$ cat src/rtl/pipe_ctrl.sv
// Pipeline control unit: per-stage shadow state, freeze / flush / load-use / advance steering.
// Optional build macro PIPE_CTRL_BRANCH_STALL_EN: stall fetch behind B/J instead of speculating not-taken.
module pipe_ctrl #(
  parameter int unsigned STAGES    = 5,
  parameter int unsigned BR_STAGE  = 2,
  parameter int unsigned MEM_STAGE = 3,
  parameter int unsigned LOAD_LAT  = 1
) (
  input  logic              clk,
  input  logic              rst_n,
  input  logic              if_valid,
  input  logic [6:0]        if_opcode,
  input  logic [2:0]        if_funct3,
  input  logic [4:0]        if_rd,
  input  logic [4:0]        if_rs1,
  input  logic [4:0]        if_rs2,
  input  logic              br_resolve,
  input  logic              br_taken,
  input  logic              mem_ready,
  output logic              stall_fetch,
  output logic [1:0]        fetch_sel,
  output logic [STAGES-1:0] stage_valid,
  output logic              store_mem,
  output logic              load_mem,
  output logic              store_reg,
  output logic [2:0]        size
);

  localparam logic [1:0] FETCH_SEL_PC     = 2'd0;
  localparam logic [1:0] FETCH_SEL_NOP    = 2'd1;
  localparam logic [1:0] FETCH_SEL_BRANCH = 2'd2;

  localparam logic [6:0] OP_LOAD   = 7'b0000011;
  localparam logic [6:0] OP_STORE  = 7'b0100011;
  localparam logic [6:0] OP_BRANCH = 7'b1100011;
  localparam logic [6:0] OP_JAL    = 7'b1101111;
  localparam int unsigned EX_STAGE = 2;

  typedef struct packed {
    logic       valid;
    logic [6:0] opcode;
    logic [2:0] funct3;
    logic [4:0] rd;
  } stage_t;

  function automatic logic is_load(input logic [6:0] op);
    return op == OP_LOAD;
  endfunction

  function automatic logic is_store(input logic [6:0] op);
    return op == OP_STORE;
  endfunction

  function automatic logic is_ctrl(input logic [6:0] op);
    return (op == OP_BRANCH) || (op == OP_JAL);
  endfunction

  stage_t     st_q  [STAGES];
  stage_t     st_d  [STAGES];
  logic [4:0] rs1_q [2];
  logic [4:0] rs2_q [2];
  logic [4:0] rs1_d [2];
  logic [4:0] rs2_d [2];

  logic freeze, flush, load_use, hazard, br_stall, unused_fields;

  // Action decode, highest priority first: freeze, flush, load-use
  always_comb begin
    freeze = st_q[MEM_STAGE].valid && !mem_ready &&
             (is_load(st_q[MEM_STAGE].opcode) || is_store(st_q[MEM_STAGE].opcode));
    hazard = 1'b0;
    for (int unsigned s = 2; s < STAGES; s++) begin
      if (s <= 1 + LOAD_LAT && st_q[s].valid && is_load(st_q[s].opcode) &&
          st_q[s].rd != 5'd0 && (st_q[s].rd == rs1_q[1] || st_q[s].rd == rs2_q[1]))
        hazard = 1'b1;
    end
    flush    = !freeze && br_resolve && br_taken;
    load_use = !freeze && !flush && st_q[1].valid && hazard;
  end

`ifdef PIPE_CTRL_BRANCH_STALL_EN
  // Any unresolved B/J in front of the resolve stage keeps fetch closed
  always_comb begin
    br_stall = 1'b0;
    for (int unsigned s = 0; s < BR_STAGE; s++) begin
      if (st_q[s].valid && is_ctrl(st_q[s].opcode))
        br_stall = 1'b1;
    end
  end
`else
  assign br_stall = 1'b0;
`endif

  // Fetch steering
  always_comb begin
    stall_fetch = 1'b0;
    fetch_sel   = FETCH_SEL_PC;
    if (freeze) begin
      stall_fetch = 1'b1;
      fetch_sel   = FETCH_SEL_NOP;
    end else if (flush) begin
      fetch_sel   = FETCH_SEL_BRANCH;
    end else if (load_use || br_stall) begin
      stall_fetch = 1'b1;
      fetch_sel   = FETCH_SEL_NOP;
    end
  end

  // Stage next-state
  always_comb begin
    st_d  = st_q;
    rs1_d = rs1_q;
    rs2_d = rs2_q;
    if (!freeze) begin
      if (load_use) begin
        for (int unsigned i = EX_STAGE + 1; i < STAGES; i++)
          st_d[i] = st_q[i-1];
        st_d[EX_STAGE] = '0;
      end else begin
        for (int unsigned i = 1; i < STAGES; i++)
          st_d[i] = st_q[i-1];
        st_d[0]  = '{valid: if_valid && !br_stall, opcode: if_opcode, funct3: if_funct3, rd: if_rd};
        rs1_d[0] = if_rs1;
        rs2_d[0] = if_rs2;
        rs1_d[1] = rs1_q[0];
        rs2_d[1] = rs2_q[0];
        if (flush) begin
          for (int unsigned i = 0; i <= BR_STAGE; i++)
            st_d[i].valid = 1'b0;
        end
      end
    end
  end

  always_ff @(posedge clk or negedge rst_n) begin
    if (!rst_n) begin
      for (int unsigned i = 0; i < STAGES; i++)
        st_q[i] <= '0;
      for (int unsigned j = 0; j < 2; j++) begin
        rs1_q[j] <= '0;
        rs2_q[j] <= '0;
      end
    end else begin
      st_q  <= st_d;
      rs1_q <= rs1_d;
      rs2_q <= rs2_d;
    end
  end

  // EX-stage controls and valid vector
  always_comb begin
    stage_valid = '0;
    for (int unsigned i = 0; i < STAGES; i++)
      stage_valid[i] = st_q[i].valid;
    load_mem  = st_q[EX_STAGE].valid && is_load(st_q[EX_STAGE].opcode);
    store_mem = st_q[EX_STAGE].valid && is_store(st_q[EX_STAGE].opcode);
    store_reg = st_q[EX_STAGE].valid && !is_store(st_q[EX_STAGE].opcode) &&
                (st_q[EX_STAGE].opcode != OP_BRANCH);
    size = 3'd0;
    if (load_mem || store_mem) begin
      case (st_q[EX_STAGE].funct3[1:0])
        2'b00:   size = 3'd1;
        2'b01:   size = 3'd2;
        2'b10:   size = 3'd4;
        default: size = 3'd0;
      endcase
    end
  end

  // Shadow fields not consumed by every stage
  always_comb begin
    unused_fields = 1'b0;
    for (int unsigned i = 0; i < STAGES; i++)
      unused_fields = unused_fields ^ (^st_q[i]);
    unused_fields = unused_fields ^ is_ctrl(if_opcode);
  end

endmodule

$ cat config.mk
export PLATFORM = sky130hd
export DESIGN_NAME = pipe_ctrl
export DESIGN_NICKNAME = d
export VERILOG_FILES = /design/src/rtl/pipe_ctrl.sv
export SDC_FILE = /design/constraint.sdc
export NUM_CORES = 1
export LEC_CHECK = 0
export ABC_AREA = 1
export CAP_MARGIN = 40
export CORE_MARGIN = 2
export CORE_UTILIZATION = 40
export CTS_BUF_LIST = sky130_fd_sc_hd__clkbuf_8
export CTS_CLUSTER_DIAMETER = 100
export DETAILED_ROUTE_END_ITERATION = 6
export PLACE_DENSITY_LB_ADDON = 0.3
export SLEW_MARGIN = 20
export SYNTH_ARGS = -nofsm -noshare
export SYNTH_HDL_FRONTEND = slang
export SYNTH_SLANG_ARGS = --single-unit
$ cat constraint.sdc
create_clock -name clk -period 4.4 [get_ports clk]
set_input_delay 0.88 -clock clk [delete_from_list [all_inputs] [get_ports clk]]
set_output_delay 0.88 -clock clk [all_outputs]
set_load 0.03 [all_outputs]
After elaboration in Yosys (flattened, before gate mapping)
Cells that the tools add are included.
W data, S select, Z words.
{"block": "totals", "register_bits": 85, "latch_bits": 0, "ram_bits": 0, "rom_bits": 0, "in_bits": 31, "out_inout_bits": 14, "wordCells": 68, "mem_count": 0}
{"block": "op_classes", "addsub": 0, "multipliers": 0, "n_div": 0, "magnitude_cmp": 0, "eq_ne": 9, "n_shift": 0, "mux": 13, "n_bitwise": 2, "reduce_logical": 23}
{"operator": "$mux W48", "count": 1}
{"operator": "$eq A7 B2 Y1 const B", "count": 2}
{"operator": "$eq A7 B6 Y1 const B", "count": 2}
{"operator": "$logic_and A1 B1 Y1", "count": 13}
{"operator": "$eq A5 B5 Y1", "count": 2}
{"operator": "$pmux W3 S3", "count": 1}
{"operator": "$mux W1", "count": 8}
{"operator": "$ne A7 B7 Y1 const B", "count": 1}
{"operator": "$reduce_bool A5 Y1", "count": 1}
{"operator": "$logic_not A1 Y1", "count": 4}
{"operator": "$mux W2", "count": 2}
{"operator": "$logic_or A1 B1 Y1", "count": 3}
{"operator": "$mux W3", "count": 1}
{"operator": "$eq A2 B1 Y1 const B", "count": 1}
{"operator": "$eq A2 B2 Y1 const B", "count": 1}
{"operator": "$logic_not A2 Y1", "count": 1}
{"operator": "$not A1 Y1", "count": 2}
{"operator": "$reduce_and A2 Y1", "count": 1}

Longest topological paths before layout
Gate-level depths: netlist of run 1.
{"block": "depth", "ltp_word": 13, "mapped_depth": 11, "mapped_depth_nobuf": 10}

Worst setup path after synthesis of run 1
No wires, ideal clock.
{"block": "synth_path", "path_kind": "input to output", "from": "input port mem_ready", "to": "output port fetch_sel[0]", "arrival_time_ns": 1.848, "t_required_ns": 3.520, "path_slack_ns": 1.672, "stages": 10, "n_path_buf": 2, "path_cell_list": "inv_1 > nand2_1 > nor2_1 > nand2_2 > nand2_1 > nor2_1 > nand3_2 > nand2_2 > buf_6 > buf_4"}
{"block": "synth_via", "elab_chain_len": 13}
{"element": "start: declaration", "line": "19", "text": "input logic mem_ready,"}
{"element": "$logic_not A1 Y1 (*)", "line": "69", "text": "freeze = st_q[MEM_STAGE].valid && !mem_ready &&"}
{"element": "$logic_and A1 B1 Y1 (*) (2 in a row)", "line": "69"}
{"element": "$logic_not A1 Y1"}
{"element": "$logic_and A1 B1 Y1 (2 in a row)", "line": "77", "text": "flush = !freeze && br_resolve && br_taken;"}
{"element": "$logic_not A1 Y1", "line": "78", "text": "load_use = !freeze && !flush && st_q[1].valid && hazard;"}
{"element": "$logic_and A1 B1 Y1 (3 in a row)", "line": "78"}
{"element": "$mux W1", "line": "103", "text": "end else if (load_use || br_stall) begin"}
{"element": "$mux W2", "line": "101", "text": "end else if (flush) begin"}
{"element": "$mux W2 (*)", "line": "98", "text": "if (freeze) begin"}
{"element": "end: declaration", "line": "21", "text": "output logic [1:0] fetch_sel,"}
Every way passes the cells marked *; elsewhere a longest branch is shown, timed or not.

Worst setup path after layout of run 1
{"block": "layout_path", "from": "input port mem_ready", "to": "output port fetch_sel[1]"}
{"block": "layout_via", "elab_chain_len": 8}
{"element": "$logic_not A1 Y1 (*)", "line": "69"}
{"element": "$logic_and A1 B1 Y1 (*) (2 in a row)", "line": "69"}
{"element": "$logic_not A1 Y1"}
{"element": "$logic_and A1 B1 Y1 (2 in a row)", "line": "77"}
{"element": "$mux W2", "line": "101"}
{"element": "$mux W2 (*)", "line": "98"}
Marks and branches as above.

==> run_results.csv, run 1 <==
group,metric,value,unit
worst_setup_path,cp-end-kind,"output pin",
finish,fill_cells,828,
synth,ys_types,19,
cts,root_buffer,"clkbuf_8",
cts,tritoncts,"yes",
floorplanning,floorplan.io_pins,45,
synth,netlist.top_cell.by_area,"dfrtp_1",
finish,fraction_of_layout_cells_with_a_size_suffix_above_1,7.94,%
sta,drv_slew,0,
min_path,timing.hold.worst.class,"in2async",
cts,cts_resized,0,
worst_setup_path,critical_path_peak_fanout,26,
worst_setup_path,worstSetupStartpoint,"mem_ready",
sta,skew,9.61,ps
synth,yosys_warnings,0,
synth,most_numerous_cell_in_the_yosys_netlist,"nand2_1",
worst_setup_path,timing.rr.start,"st_q[43]",
synth,synth_seq_area_share,55.3,%
finish,register_area,1830,sq um
sta,report.final.hold_viol_count,0,
route,detail_route.first_pass.iterations,4,
global_route,overflow,0,
sta,fin_setup_tns,0,ps
synth,syn_avg_cell_area,8.23,sq um
placement,i_o_buffers,43,
sta,timing.max_slew.rel_slack,58.4,%
cts,postCtsSetupRepairBufs,0,
cts,cts_max_path_buffers,2,
placement,dp.final_hpwl,3.91,mm
synth,synth-main-ff-cell,"dfrtp_1",
global_route,grt_first_pass_wirelength,11.2,mm
route,wl_per_cell,11.1,um
global_route,antenna_violations_before_repair,0,
sta,final-setup-viol-count,0,
worst_setup_path,required,3520,ps
floorplanning,placement_rows,33,
cts,ctsHoldBuffers,0,
floorplanning,die_height,94.9,um
synth,synth_enable_flop_cells,0,
global_route,first_global_vias,2500,
floorplanning,floorplan.die_area,9000,sq um
power_and_ir_drop,ir_worst_vdd,0.000163,V
cts,clk_pin_slew_worst_paths,80,ps
floorplanning,floorplan.die.width,94.9,um
floorplanning,core-area,8090,sq um
synth,yosys.area.top_type_share,55.3,%
power_and_ir_drop,power_per_cell_area,341,nW/um^2
cts,clock_insertion_delay_worst_skew,340,ps
route,drt_first_iter_violations,108,
sta,timing.final.crit_period,3260,ps
finish,area.growth.synth_to_final,18.6,%
synth,yosys_register_bits,73,
finish,multi_input_area,1150,sq um
worst_setup_path,worstSetupStartpointType,"input port",
route,vias_per_cell,4.64,
sta,rsz0062_at_grt,"no",
finish,antenna_cells_inserted,0,
sta,layout_worst_path_cycle_share,74.1,%
floorplanning,initial_core_util,40.8,%
route,drt_drc_violations_left,0,
synth,asyncSetResetFlopFracSynth,100,%
status,status,"completed",
synth,leading_post_synthesis_cells_by_instance_count,"164 x nand2_1, 73 x dfrtp_1, 71 x nand3_1",
finish,nNetsFinal,467,
synth,synth_cells,401,
sta,fin_hold_ws,464,ps
global_route,global_route.usage.total,15.9,%
worst_setup_path,critPathKind,"in2out",
flow_run,maxCapViolCount,0,
cts,clock_sink_count,73,
sta,max_freq,307,MHz
synth,synth_fp_nets,432,
placement,place.gp.congestion,0.773,
power_and_ir_drop,p_leak,2.05,nW
worst_setup_path,critPathArrivalTime,2380,ps
cts,cts_inserted_buffers,9,
sta,tightest_slew,623,ps
synth,syn_area,3300,sq um
global_route,grt_max_degree,66,
route,vias,2532,
cts,cts-htree-levels,3,
route,wl,6.07,mm
route,drtAntennaViolNets,0,
synth,synth.top_cells.by_area,"dfrtp_1 55%, nand2_1 19%, nand3_1 11%",
per-layer routing:
layer / vias up / part of all wire (%) / wire (um) / global-route usage [%]
met3: 10 / 4.0 / 243 / 3.11
met2: 54 / 45 / 2720 / 25.0
li1: 1307 / - / - / -
met5: - / 0 / 0 / 0
met1: 1161 / 49 / 2990 / 21.5
met4: 0 / 2.0 / 120 / 6.88
registers in the layout, summed over array words and instances (netlist names):
register / flops
stage_valid: 5
st_q: 48
rs2_q: 10
rs1_q: 10
worst max-delay path: stages:
cell             delay (ps)
clkdlybuf4s50_1         460
inv_1                    40
nand2_1                  50
nor2_1                   50
nand2_2                  90
buf_4                   270
inv_1                    90
nor2_1                  240
buf_4                   220
cell families after synthesis:
| logic type | synth area share [%] |
|---|---|
| xor+xnor | 0.531 |
| simple gates | 34.2 |
| compound gates | 0.227 |
| flops | 55.3 |
| buf+inv | 9.74 |
cell type report:
| type | count | share of cell area, % |
|---|---|---|
| multi-input cells | 270 | 29.4 |
| repair buffers | 51 | 12.7 |
| clock inverters | 4 | 0.671 |
| well taps | 105 | 3.35 |
| clock buffers | 12 | 4.22 |
| flip-flops and latches | 73 | 46.6 |
| inverters | 31 | 2.97 |
cell usage in the layout (no fill, tap or decap), types with 3 or more instances in the layout:
cell | synthesis | layout
dfrtp_1 | 73 | 73
nand2_1 | 164 | 164
nor2_1 | 21 | 21
nand3_1 | 71 | 71
clkbuf_8 | 0 | 12
inv_1 | 31 | 31
buf_4 | 7 | 10
clkdlybuf4s50_1 | 0 | 39
nor3_1 | 3 | 3
power by group:
part	internal [mW]	switching (mW)
Sequential	0.707	0.0248
Clock	0.250	0.237
Combinational	0.0589	0.0562
path summary, 6_finish.rpt:
path | cells after the start | to | slack (ps)
max | 9 | fetch_sel[1] | 1140
max in group asynchronous | 3 | st_q[36] | 3400
min | 2 | st_q[70] | 460
max reg2reg | 8 | st_q[50] | 2570
min reg2reg | 2 | rs1_q[7] | 470
min in group clk | 2 | rs1_q[7] | 470
per-stage QoR:
step / util, % / setup WS [ps] / power [mW] / area [sq um] / instances
after floorplan: - / 1670 / 0.803 / 3300 / 401
after global placement: 45.7 / 1160 / 0.856 / 3700 / 529
after detailed placement: 46.0 / 1140 / 0.862 / 3730 / 530
after CTS: 48.4 / 1120 / 1.35 / 3920 / 546
after global routing: 48.4 / 995 / 1.41 / 3920 / 546
final: 48.4 / 1140 / 1.33 / 3920 / 546
No activity file was read; power rests on OpenSTA's default activity.
==> run 2: changes to the inputs <==
- clock period: 4.4 -> 3.4 ns (I/O delays scaled with it)
==> run 2 against run 1 <==
  * Largest cell class unchanged
  * Critical path type is now reg2out
  * Largest power group unchanged
  * Clock skew is 2.7 ps lower
  * Final cell count shrank 0.18%
  * Sequential share of layout area down 0.30 points
==> run_results.csv, run 2 (synthesized netlist as in run 1, its figures left out) <==
group,metric,value,unit
placement,dp.final_hpwl,4.01,mm
floorplanning,die_height,94.9,um
power_and_ir_drop,p_leak,2.07,nW
finish,reg.largest.list,"st_q: 48 flops, rs1_q: 10 flops, rs2_q: 10 flops",
status,status,"completed",
worst_setup_path,timing.reg2reg.setup_slack,1560,ps
floorplanning,core-area,8090,sq um
worst_setup_path,required,2720,ps
finish,fraction_of_layout_cells_with_a_size_suffix_above_1,7.27,%
cts,cts_max_path_buffers,2,
sta,rsz0062_at_grt,"no",
flow_run,maxCapViolCount,0,
finish,multi_input_area,1150,sq um
finish,register_area,1830,sq um
global_route,global_route.usage.total,15.9,%
cts,postCtsSetupRepairBufs,0,
global_route,antenna_violations_before_repair,0,
sta,timing.max_slew.rel_slack,58.1,%
floorplanning,placement_rows,33,
floorplanning,floorplan.io_pins,45,
sta,final-setup-viol-count,0,
sta,fin_setup_tns,0,ps
finish,antenna_cells_inserted,0,
route,vias,2543,
finish,layout_common_cells,"164 x nand2_1, 73 x dfrtp_1, 71 x nand3_1, 39 x clkdlybuf4s50_1, 33 x inv_1",
worst_setup_path,timing.rr.start,"st_q[28]",
cts,clock_insertion_delay_worst_skew,350,ps
worst_setup_path,worst-r2r-cell-count,8,
route,drtAntennaViolNets,0,
sta,tightest_slew,629,ps
finish,layout.cells.most_common,"nand2_1",
worst_setup_path,slowest_delay,670,ps
cts,tritoncts,"yes",
worst_setup_path,critical_path_peak_fanout,4,
global_route,first_global_vias,2485,
route,drt_first_iter_violations,162,
worst_setup_path,worstSetupStartpointType,"register",
placement,place.gp.congestion,0.818,
finish,nNetsFinal,466,
cts,clock_sink_count,73,
sta,timing.final.crit_period,2780,ps
global_route,grt_first_pass_wirelength,11.0,mm
min_path,timing.hold.worst.class,"in2async",
finish,area.growth.synth_to_final,19.4,%
finish,flip_flop_count_of_the_largest_register_all_copies_and_words_added,48,
finish,fill_cells,800,
placement,i_o_buffers,43,
route,drt_drc_violations_left,0,
floorplanning,initial_core_util,40.8,%
sta,drv_slew,0,
power_and_ir_drop,total_power,1.91,mW
route,wl_per_cell,11.5,um
placement,dp_worst_setup_slack,692,ps
cts,ctsHoldBuffers,0,
worst_setup_path,critPathKind,"reg2out",
floorplanning,floorplan.die_area,9000,sq um
cts,cts_resized,0,
sta,max_freq,359,MHz
worst_setup_path,worstPathCellList,"nor3_4 -> nand3_1 -> nand2_1 -> nand2_1 -> nor2_1 -> clkdlybuf4s50_1",
global_route,overflow,0,
sta,skew,6.91,ps
worst_setup_path,cp-end-kind,"output pin",
power_and_ir_drop,power_per_cell_area,485,nW/um^2
worst_setup_path,cp_slowest_cell,"clkdlybuf4s50_1",
power_and_ir_drop,ir_worst_vdd,0.000193,V
sta,report.final.hold_viol_count,0,
global_route,grt_max_degree,66,
worst_setup_path,critPathArrivalTime,2100,ps
cts,clk_pin_slew_worst_paths,70,ps
worst_setup_path,r2r-end,"rs2_q[4]",
cts,cts_inserted_buffers,9,
sta,postLayoutSetupSlackWorst,615,ps
cts,cts-htree-levels,3,
worst_setup_path,cp_common_cell,"nand2_1",
sta,layout_worst_path_cycle_share,81.9,%
route,vias_per_cell,4.67,
route,detail_route.first_pass.iterations,4,
route,wl,6.26,mm
finish,largest-register,"st_q",
cts,root_buffer,"clkbuf_8",
floorplanning,floorplan.die.width,94.9,um
## run 2: area by class of cell
class / instances / area share [%]
clock buffers: 10 / 3.49
repair buffers: 50 / 11.9
flip-flops and latches: 73 / 46.3
multi-input cells: 270 / 29.3
well taps: 105 / 3.33
clock inverters: 6 / 2.70
inverters: 31 / 2.95
## run 2: worst max-delay path by stage
stage / cells after the start / start / to / slack (ps)
after floorplan: 10 / mem_ready / fetch_sel[0] / 1070
after global placement: 10 / mem_ready / fetch_sel[0] / 690
after detailed placement: 10 / mem_ready / fetch_sel[0] / 690
after CTS: 6 / st_q[43] / size[0] / 590
after global routing: 7 / stage_valid[2] / size[2] / 440
final: 6 / st_q[43] / size[0] / 620
## run 2: report_power, final
part	leakage (nW)	switching [mW]	internal, mW
Clock	0.129	0.315	0.505
Sequential	0.857	0.0327	0.915
Combinational	1.09	0.0723	0.0736
## run 2: layer usage
layer,part of all wire (%),track usage (%),up-vias
met3,3.4,3.43,12
met4,2.9,9.42,0
li1,-,-,1303
met2,45,25.0,40
met1,48,20.1,1188
met5,0,0,-
## run 2: through the flow
| stage | cells | utilization, % | hold WS (ps) | area (sq um) |
|---|---|---|---|---|
| after floorplan | 401 | - | 384 | 3300 |
| after global placement | 529 | 45.7 | 456 | 3700 |
| after detailed placement | 529 | 45.7 | 459 | 3700 |
| after CTS | 545 | 48.7 | 352 | 3940 |
| after global routing | 545 | 48.7 | 383 | 3940 |
| final | 545 | 48.7 | 340 | 3940 |
## run 2: worst max-delay path, delay by kind of cell (launching register included)
| family | cells | cell delay [ps] |
|---|---|---|
| simple gates | 5 | 660 |
| flops | 1 | 430 |
| buf+inv | 1 | 670 |
